### src/rtl/wb_port_arbiter_pkg.sv
// Shared types and constants for the register-file write-port arbiter.
package wb_port_arbiter_pkg;

    localparam int XLEN  = 32;
    localparam int REG_W = 5;

    typedef enum logic [1:0] {
        ST_IDLE  = 2'd0,
        ST_WAIT  = 2'd1,
        ST_FORCE = 2'd2
    } arb_state_e;

endpackage

### src/rtl/wb_hold_slot.sv
// Single-entry park register for MDU results; results aimed at x0 are
// accepted but never occupy the slot.
module wb_hold_slot
    import wb_port_arbiter_pkg::*;
#(
    parameter int XLEN = wb_port_arbiter_pkg::XLEN
) (
    input  logic             clk_i,
    input  logic             rst_i,
    input  logic             load_i,
    input  logic [REG_W-1:0] rd_i,
    input  logic [XLEN-1:0]  data_i,
    input  logic             clear_i,
    output logic             take_o,
    output logic             valid_o,
    output logic [REG_W-1:0] rd_o,
    output logic [XLEN-1:0]  data_o
);

    logic             valid_q;
    logic [REG_W-1:0] rd_q;
    logic [XLEN-1:0]  data_q;

    assign take_o  = load_i && (rd_i != {REG_W{1'b0}});
    assign valid_o = valid_q;
    assign rd_o    = rd_q;
    assign data_o  = data_q;

    // Slot contents: load wins only when empty, so load and clear never overlap.
    always_ff @(posedge clk_i) begin
        if (rst_i) begin
            valid_q <= 1'b0;
            rd_q    <= {REG_W{1'b0}};
            data_q  <= {XLEN{1'b0}};
        end else if (take_o) begin
            valid_q <= 1'b1;
            rd_q    <= rd_i;
            data_q  <= data_i;
        end else if (clear_i) begin
            valid_q <= 1'b0;
        end
    end

endmodule

### src/rtl/wb_port_arbiter.sv
// Shares the register-file write port between pipeline writeback (priority)
// and the MDU hold slot, with bounded starvation via a one-cycle pipeline freeze.
module wb_port_arbiter
    import wb_port_arbiter_pkg::*;
#(
    parameter int XLEN     = wb_port_arbiter_pkg::XLEN,
    parameter int MAX_WAIT = 4,
    parameter int CNT_W    = 8
) (
    input  logic             CLK,
    input  logic             RES,
    input  logic             WB_valid,
    input  logic [REG_W-1:0] WB_rd,
    input  logic [XLEN-1:0]  WB_data,
    input  logic             MDU_valid,
    input  logic [REG_W-1:0] MDU_rd,
    input  logic [XLEN-1:0]  MDU_data,
    output logic             MDU_ready,
    output logic             RF_we,
    output logic [REG_W-1:0] RF_waddr,
    output logic [XLEN-1:0]  RF_wdata,
    output logic             STALL_PIPE,
    output logic             PEND_valid,
    output logic [REG_W-1:0] PEND_rd
);

    arb_state_e       state_q, state_d;
    logic [CNT_W-1:0] cnt_q, cnt_d;
    logic             we_q, we_d;
    logic [REG_W-1:0] waddr_q, waddr_d;
    logic [XLEN-1:0]  wdata_q, wdata_d;
    logic             stall_q;

    logic             pipe_req_s, win_pipe_s, win_hold_s, clear_s, take_s;
    logic             hold_valid_s;
    logic [REG_W-1:0] hold_rd_s;
    logic [XLEN-1:0]  hold_data_s;

    assign pipe_req_s = WB_valid && (WB_rd != {REG_W{1'b0}});
    assign MDU_ready  = !hold_valid_s;

    wb_hold_slot #(.XLEN(XLEN)) u_slot (
        .clk_i   (CLK),
        .rst_i   (RES),
        .load_i  (MDU_valid && MDU_ready),
        .rd_i    (MDU_rd),
        .data_i  (MDU_data),
        .clear_i (clear_s),
        .take_o  (take_s),
        .valid_o (hold_valid_s),
        .rd_o    (hold_rd_s),
        .data_o  (hold_data_s)
    );

    // Arbitration: pick the port winner and the next state/counter.
    always_comb begin
        state_d    = state_q;
        cnt_d      = cnt_q;
        win_pipe_s = 1'b0;
        win_hold_s = 1'b0;
        clear_s    = 1'b0;
        case (state_q)
            ST_IDLE: begin
                win_pipe_s = pipe_req_s;
                if (take_s) begin
                    state_d = ST_WAIT;
                    cnt_d   = {CNT_W{1'b0}};
                end else begin
                    state_d = ST_IDLE;
                end
            end
            ST_WAIT: begin
                if (pipe_req_s && (WB_rd == hold_rd_s)) begin
                    // Younger pipeline write to the same rd makes the parked result dead.
                    win_pipe_s = 1'b1;
                    clear_s    = 1'b1;
                    state_d    = ST_IDLE;
                    cnt_d      = {CNT_W{1'b0}};
                end else if (pipe_req_s) begin
                    win_pipe_s = 1'b1;
                    cnt_d      = cnt_q + {{(CNT_W-1){1'b0}}, 1'b1};
                    if (cnt_d == CNT_W'(MAX_WAIT)) begin
                        state_d = ST_FORCE;
                    end else begin
                        state_d = ST_WAIT;
                    end
                end else begin
                    win_hold_s = 1'b1;
                    clear_s    = 1'b1;
                    state_d    = ST_IDLE;
                    cnt_d      = {CNT_W{1'b0}};
                end
            end
            ST_FORCE: begin
                win_hold_s = 1'b1;
                clear_s    = 1'b1;
                state_d    = ST_IDLE;
                cnt_d      = {CNT_W{1'b0}};
            end
            default: begin
                clear_s = 1'b1;
                state_d = ST_IDLE;
                cnt_d   = {CNT_W{1'b0}};
            end
        endcase
    end

    // Write-port mux; address/data keep their last value when nobody wins.
    always_comb begin
        we_d    = 1'b0;
        waddr_d = waddr_q;
        wdata_d = wdata_q;
        if (win_pipe_s) begin
            we_d    = 1'b1;
            waddr_d = WB_rd;
            wdata_d = WB_data;
        end else if (win_hold_s) begin
            we_d    = 1'b1;
            waddr_d = hold_rd_s;
            wdata_d = hold_data_s;
        end else begin
            we_d = 1'b0;
        end
    end

    // FSM state, wait counter and registered outputs.
    always_ff @(posedge CLK) begin
        if (RES) begin
            state_q <= ST_IDLE;
            cnt_q   <= {CNT_W{1'b0}};
            we_q    <= 1'b0;
            waddr_q <= {REG_W{1'b0}};
            wdata_q <= {XLEN{1'b0}};
            stall_q <= 1'b0;
        end else begin
            state_q <= state_d;
            cnt_q   <= cnt_d;
            we_q    <= we_d;
            waddr_q <= waddr_d;
            wdata_q <= wdata_d;
            stall_q <= (state_d == ST_FORCE);
        end
    end

    assign RF_we      = we_q;
    assign RF_waddr   = waddr_q;
    assign RF_wdata   = wdata_q;
    assign STALL_PIPE = stall_q;
    assign PEND_valid = hold_valid_s;
    assign PEND_rd    = hold_rd_s;

endmodule

### config.mk
export PLATFORM = sky130hd
export DESIGN_NAME = wb_port_arbiter
export DESIGN_NICKNAME = d
export VERILOG_FILES = /design/src/rtl/wb_port_arbiter_pkg.sv /design/src/rtl/wb_hold_slot.sv /design/src/rtl/wb_port_arbiter.sv
export SDC_FILE = /design/constraint.sdc
export NUM_CORES = 1
export LEC_CHECK = 0
export CAP_MARGIN = 5
export CELL_PAD_IN_SITES_DETAIL_PLACEMENT = 0
export CELL_PAD_IN_SITES_GLOBAL_PLACEMENT = 1
export CORE_ASPECT_RATIO = 0.5
export CORE_MARGIN = 2
export CORE_UTILIZATION = 32
export CTS_BUF_LIST = sky130_fd_sc_hd__clkbuf_4 sky130_fd_sc_hd__clkbuf_8 sky130_fd_sc_hd__clkbuf_16
export CTS_CLUSTER_SIZE = 8
export DETAILED_ROUTE_END_ITERATION = 10
export HOLD_SLACK_MARGIN = 0.15
export PLACE_DENSITY = 0.87
export SLEW_MARGIN = 20
export SYNTH_ARGS = -nofsm -noshare
export SYNTH_HDL_FRONTEND = slang
export SYNTH_SLANG_ARGS = --single-unit
### constraint.sdc
create_clock -name CLK -period 2.2 [get_ports CLK]
set_input_delay 0.33 -clock CLK [delete_from_list [all_inputs] [get_ports CLK]]
set_output_delay 0.33 -clock CLK [all_outputs]
set_load 0.05 [all_outputs]
**Word level (Yosys, flattened, before mapping)**

Index checks and enable logic that the tools add are counted.
W data, S select, Z words.

- Register bits after elaboration: 87
- Latch bits: 0
- Bits in writable memories: 0
- Memory bits (read-only): 0
- Input port bits: 78
- Output and inout port bits: 46
- Word-level logic and storage cells: 51
- Memories: 0

- $add $sub $neg: 1
- $mul: 0
- Div/mod/pow operators: 0
- Magnitude comparators: 0
- Equality and inequality tests: 6
- Shift operators: 0
- Mux-type cells: 25
- Bitwise logic cells: 0
- Reductions and logical operators: 10

Operator list:

| operator | count |
|---|---|
| $mux W32 | 2 |
| $mux W8 | 3 |
| $pmux W8 S2 | 1 |
| $mux W1 | 10 |
| $mux W5 | 2 |
| $reduce_bool A5 Y1 | 2 |
| $add A8 B1 Y8 const B | 1 |
| $eq A8 B3 Y1 const B | 1 |
| $mux W2 | 3 |
| $pmux W1 S2 | 3 |
| $eq A5 B5 Y1 | 1 |
| $eq A2 B2 Y1 const B | 2 |
| $logic_and A1 B1 Y1 | 4 |
| $pmux W2 S2 | 1 |
| $reduce_bool A2 Y1 | 2 |
| $eq A2 B1 Y1 const B | 1 |
| $logic_not A2 Y1 | 1 |
| $ne A2 B2 Y1 const B | 1 |
| $logic_not A1 Y1 | 1 |

**Longest topological paths before layout**

- Depth after elaboration: 7
- Mapped depth: 10
- Gate-level depth less buffers: 7

**By module**

Synthesis repeated with hierarchy kept, for this count alone.

- Cells, all modules: 523
- Area, all modules: 4,623.2 um2

Modules (own cells, without submodules):

| module | times used | cells an instance | area an instance (um2) | seq. area each (um2) |
|---|---|---|---|---|
| wb_port_arbiter | 1 | 265 | 2,518.7 | 980.9 |
| wb_hold_slot | 1 | 258 | 2,104.5 | 760.7 |

**Worst setup path after synthesis**

Ideal clock, no wire load.

- Path type: register to register
- Start point: register state_q[1]
- End point: register waddr_q[3], in the netlist RF_waddr[3]
- Setup time: 0.134 ns
- Arrival time: 1.669 ns
- Data required time: 2.066 ns
- Slack: 0.397 ns
- Stages on the path, launching flop included: 7
- Path buffers: 1
- Period minus slack after synthesis: 1.803 ns
- Path through: dfxtp_1 inv_1 ha_1 buf_2 o21ai_0 mux2i_1 a211oi_2

- Cells in the longest elaborated chain, start to end: 3

Ends and longest elaborated chain:

| item | RTL line | text |
|---|---|---|
| from (decl) | wb_port_arbiter.sv:27 | `arb_state_e state_q, state_d;` |
| from (signal assigned) | wb_port_arbiter.sv:136 | `state_q <= state_d;` |
| $eq A2 B1 Y1 (tied with other cells) | wb_port_arbiter.sv:62 | `case (state_q)` |
| $pmux W1 S2 | wb_port_arbiter.sv:62 |  |
| $mux W5 / $reduce_bool A2 Y1 (equally long branches) | n/a |  |
| to (signal assigned) | wb_port_arbiter.sv:132 | `waddr_q <= {REG_W{1'b0}};` |
| to (signal assigned) | wb_port_arbiter.sv:139 | `waddr_q <= waddr_d;` |
| to (decl) | wb_port_arbiter.sv:30 | `logic [REG_W-1:0] waddr_q, waddr_d;` |

Parallel ways exist; a longest one is shown, timed or not.
A chain may end at the register's enable or synchronous reset.

**Worst setup path after layout**

- Start point: input port WB_rd[0]
- End point: register wdata_q[3], in the netlist RF_wdata[3]

- Cells in the longest elaborated chain, start to end: 6

Ends and longest elaborated chain:

| item | RTL line | text |
|---|---|---|
| from (decl) | wb_port_arbiter.sv:13 | `input logic [REG_W-1:0] WB_rd,` |
| $reduce_bool A5 Y1 | wb_port_arbiter.sv:39 | `assign pipe_req_s = WB_valid && (WB_rd != {REG_W{1'b0}});` |
| $logic_and A1 B1 Y1 | wb_port_arbiter.sv:39 |  |
| $mux W1 / $logic_and A1 B1 Y1 (equally long branches) | wb_port_arbiter.sv:79, wb_port_arbiter.sv:73 |  |
| $mux W1 | wb_port_arbiter.sv:73 | `if (pipe_req_s && (WB_rd == hold_rd_s)) begin` |
| $pmux W1 S2 | wb_port_arbiter.sv:62 |  |
| $mux W32 / $reduce_bool A2 Y1 (equally long branches) | n/a |  |
| to (signal assigned) | wb_port_arbiter.sv:133 | `wdata_q <= {XLEN{1'b0}};` |
| to (signal assigned) | wb_port_arbiter.sv:140 | `wdata_q <= wdata_d;` |
| to (decl) | wb_port_arbiter.sv:31 | `logic [XLEN-1:0] wdata_q, wdata_d;` |

Parallel ways exist; a longest one is shown, timed or not.

==> impl_metrics.yaml <==
clock_tree:
  cts-root-buf: "clkbuf_16"
  numClockSinks: 87
  htree_levels: 3
  cts_buffer_depth: 2
  hold_buffers: 0
  cts_tree: "done"
  post-cts-setup-buffers: 0
  clk_pin_slew_ns: 0.06
  clk_latency_ns: 0.33
  cts_buffers: 9
  ctsResizeCount: 0
cells_and_area:
  syn_to_final_growth_pct: 46.0
  num-nets-final: 675
  fin_cells: 763
  fin_area_um2: 5830
  drive_gt1_share_pct: 18.9
  antenna_cells: 0
placement:
  dp_hpwl_um: 8060
  dp_cells: 747
  gp_congestion: 0.796
  placed_area_um2: 5530
  portBuffers: 123
  post-place-ws_ns: -0.236
critical_path:
  critPathKind: "primary input to register"
  worstPathRequired_ns: 2.45
  crit_top_cell: "buf_4"
  max_stage_delay_ns: 0.42
  start_kind: "primary input"
  crit_chain: "clkdlybuf4s50_1 > or3_4 > nor4_2 > buf_4 > or2_2 > buf_4 > nand2_1 > a311oi_2"
  worstPathArrival_ns: 2.29
  setup.worst_path.end_class: "register"
  worst-path-max-fanout: 8
  slowest_stage: "clkdlybuf4s50_1"
synthesis:
  yosys-mux-area-fraction_pct: 1.25
  synth_edf_count: 0
  syn-num-nets: 547
  yosys_warnings: 0
  synth_area_leaders: "dfxtp_1 (44%), nand2_1 (12%), a311oi_2 (11%)"
  async_reset_ff_share_pct: 0
  yosys-top-cells-count: "nand2_1 (124), dfxtp_1 (87), nor2_1 (47)"
  yosysMostFrequentCell: "nand2_1"
  synth_ff_type: "dfxtp_1"
  synthDistinctLibCells: 41
  synth_xor_area_share_pct: 1.10
  netlist.top_cell.by_area: "dfxtp_1"
  ys_ff_latch: 87
  synth_top_family_by_area: "simple AND/OR/NAND/NOR gates"
  seq_area_frac_synth_pct: 43.7
  syn_inst: 465
  yosys.area_share.simple_pct: 24.6
  synth_top_area_share_pct: 43.7
  netlist_area_um2: 3990
  synth_fa_ha_area_share_pct: 1.25
  syn_area_per_cell_um2: 8.58
  synth_compound_area_share_pct: 21.9
sta:
  grt_setup_unrepaired: "no"
  slew_viol_final: 0
  worst_pin_slew_ns: 0.564
  hold_violations: 0
  maxSlewHeadroom_pct: 62.3
  period_needed_ns: 2.05
  finalCritPeriodShare_pct: 93.1
  setup_viol: 0
  fin_skew_ns: 0.00644
  maxClockFrequency_ghz: 0.488
  fin_ws_ns: 0.153
  hold_ws_ns: 0.390
flow_run:
  timing.max_cap.violations: 0
run_status:
  status: "completed"
global_route:
  grt_usage_pct: 17.3
  antenna_found_initial: 0
  grt_max_degree: 46
  grt_pass1_vias: 3750
  grt_pass1_wl_um: 18900
  grt_remaining_overflow: 0
routing:
  dr.pass1.iters: 4
  drt_wl_total_um: 11200
  wl_per_cell_um: 14.6
  vias: 3624
  drt-vias-per-instance: 4.75
  drc: 0
  antenna_left: 0
  drtIter0Drc: 196
floorplan:
  rows: 28
  ioPinCount: 124
  die_w_um: 162
  dieArea_um2: 13400
  die_y_um: 83.0
  core-area_um2: 12000
  start_util_pct: 33.3
pwr:
  power_density_nw_per_um2: 719
  power_mw: 4.19
  vdd_drop_max_uv: 375
  leakagePower_nw: 2.12
hold_path:
  hold_class: "primary input to register"
==> through the flow <==
| stage | setup TNS (ns) | utilization (%) |
|---|---|---|
| after global routing | 0 | 48.6 |
| after floorplan | 0 | - |
| after global placement | -7.51 | 46.2 |
| after CTS | 0 | 48.5 |
| final | 0 | 48.6 |
| after detailed placement | -6.29 | 46.2 |
==> power by group <==
part	internal, mW	switching (mW)
logic	0.425	0.588
registers	1.69	0.0673
clock network	0.806	0.616
==> flip-flops by register name, summed over array words and instances (netlist names) <==
name and count:
RF_waddr 5, RF_wdata 32, RF_we 1, STALL_PIPE 1, cnt_q 8, state_q 2
u_slot.data_o 32, u_slot.rd_o 5, u_slot.valid_o 1
==> logic make-up (layout without fill, tap and decap cells) <==
logic type / count (synthesis) / in the layout
and+or+nand+nor: 226 / 226
AOI/OAI and AO/OA: 97 / 97
DFF: 87 / 87
buffers and inverters: 41 / 174
xor gates and xnor gates: 5 / 5
muxes: 5 / 5
adders and majority gates: 4 / 4
==> placed cells by master (no fill, tap or decap), types with 3 or more instances in the layout <==
| cell | instances |
|---|---|
| clkbuf_16 | 9 |
| a311oi_2 | 31 |
| nand3b_1 | 3 |
| nor2_1 | 46 |
| nand3_1 | 14 |
| nand2_2 | 23 |
| buf_4 | 25 |
| dfxtp_1 | 87 |
| a22oi_1 | 3 |
| inv_1 | 4 |
| a211oi_2 | 3 |
| a21oi_1 | 43 |
| buf_12 | 7 |
| a211oi_1 | 5 |
| ha_1 | 4 |
| a31oi_1 | 4 |
| clkdlybuf4s50_1 | 122 |
| nand2_1 | 124 |
| xor2_1 | 5 |
| mux2i_1 | 5 |
==> per-layer routing <==
layer / track usage [%] / vias up / share of wire (%) / wire length [um]
li1: - / 1844 / - / -
met1: 22.3 / 1705 / 48 / 5360
met2: 28.9 / 65 / 47 / 5250
met3: 3.90 / 10 / 3.6 / 397
met4: 4.99 / 0 / 1.4 / 155
met5: 0 / - / 0 / 0
==> path summary, 6_finish.rpt <==
path                             startpoint                              to  slack (ns)  cells past startpoint
max                                WB_rd[0]        RF_wdata[3]$_SDFFE_PP0P_        0.15                      8
min                                     RES   u_slot.data_o[2]$_SDFFE_PP0P_        0.39                      2
max reg2reg           state_q[0]$_SDFF_PP0_        RF_wdata[3]$_SDFFE_PP0P_        0.26                      9
min reg2reg  u_slot.data_o[31]$_SDFFE_PP0P_  u_slot.data_o[31]$_SDFFE_PP0P_        0.46                      2
==> critical path: cells and delay by family <==
kind            cells  cell delay (ns)
buf+inv             3             0.78
compound gates      1             0.26
simple gates        4             0.91
==> final cells by class <==
type | count | area (um2)
Sequential cell | 87 | 1740
Clock buffer | 11 | 246
Fill cell | 1155 | 6160
Clock inverter | 5 | 33.8
Timing Repair Buffer | 154 | 1550
Multi-Input combinational cell | 337 | 2030
Tap cell | 165 | 206
Inverter | 4 | 15.0
No activity file was read; power rests on OpenSTA's default activity.
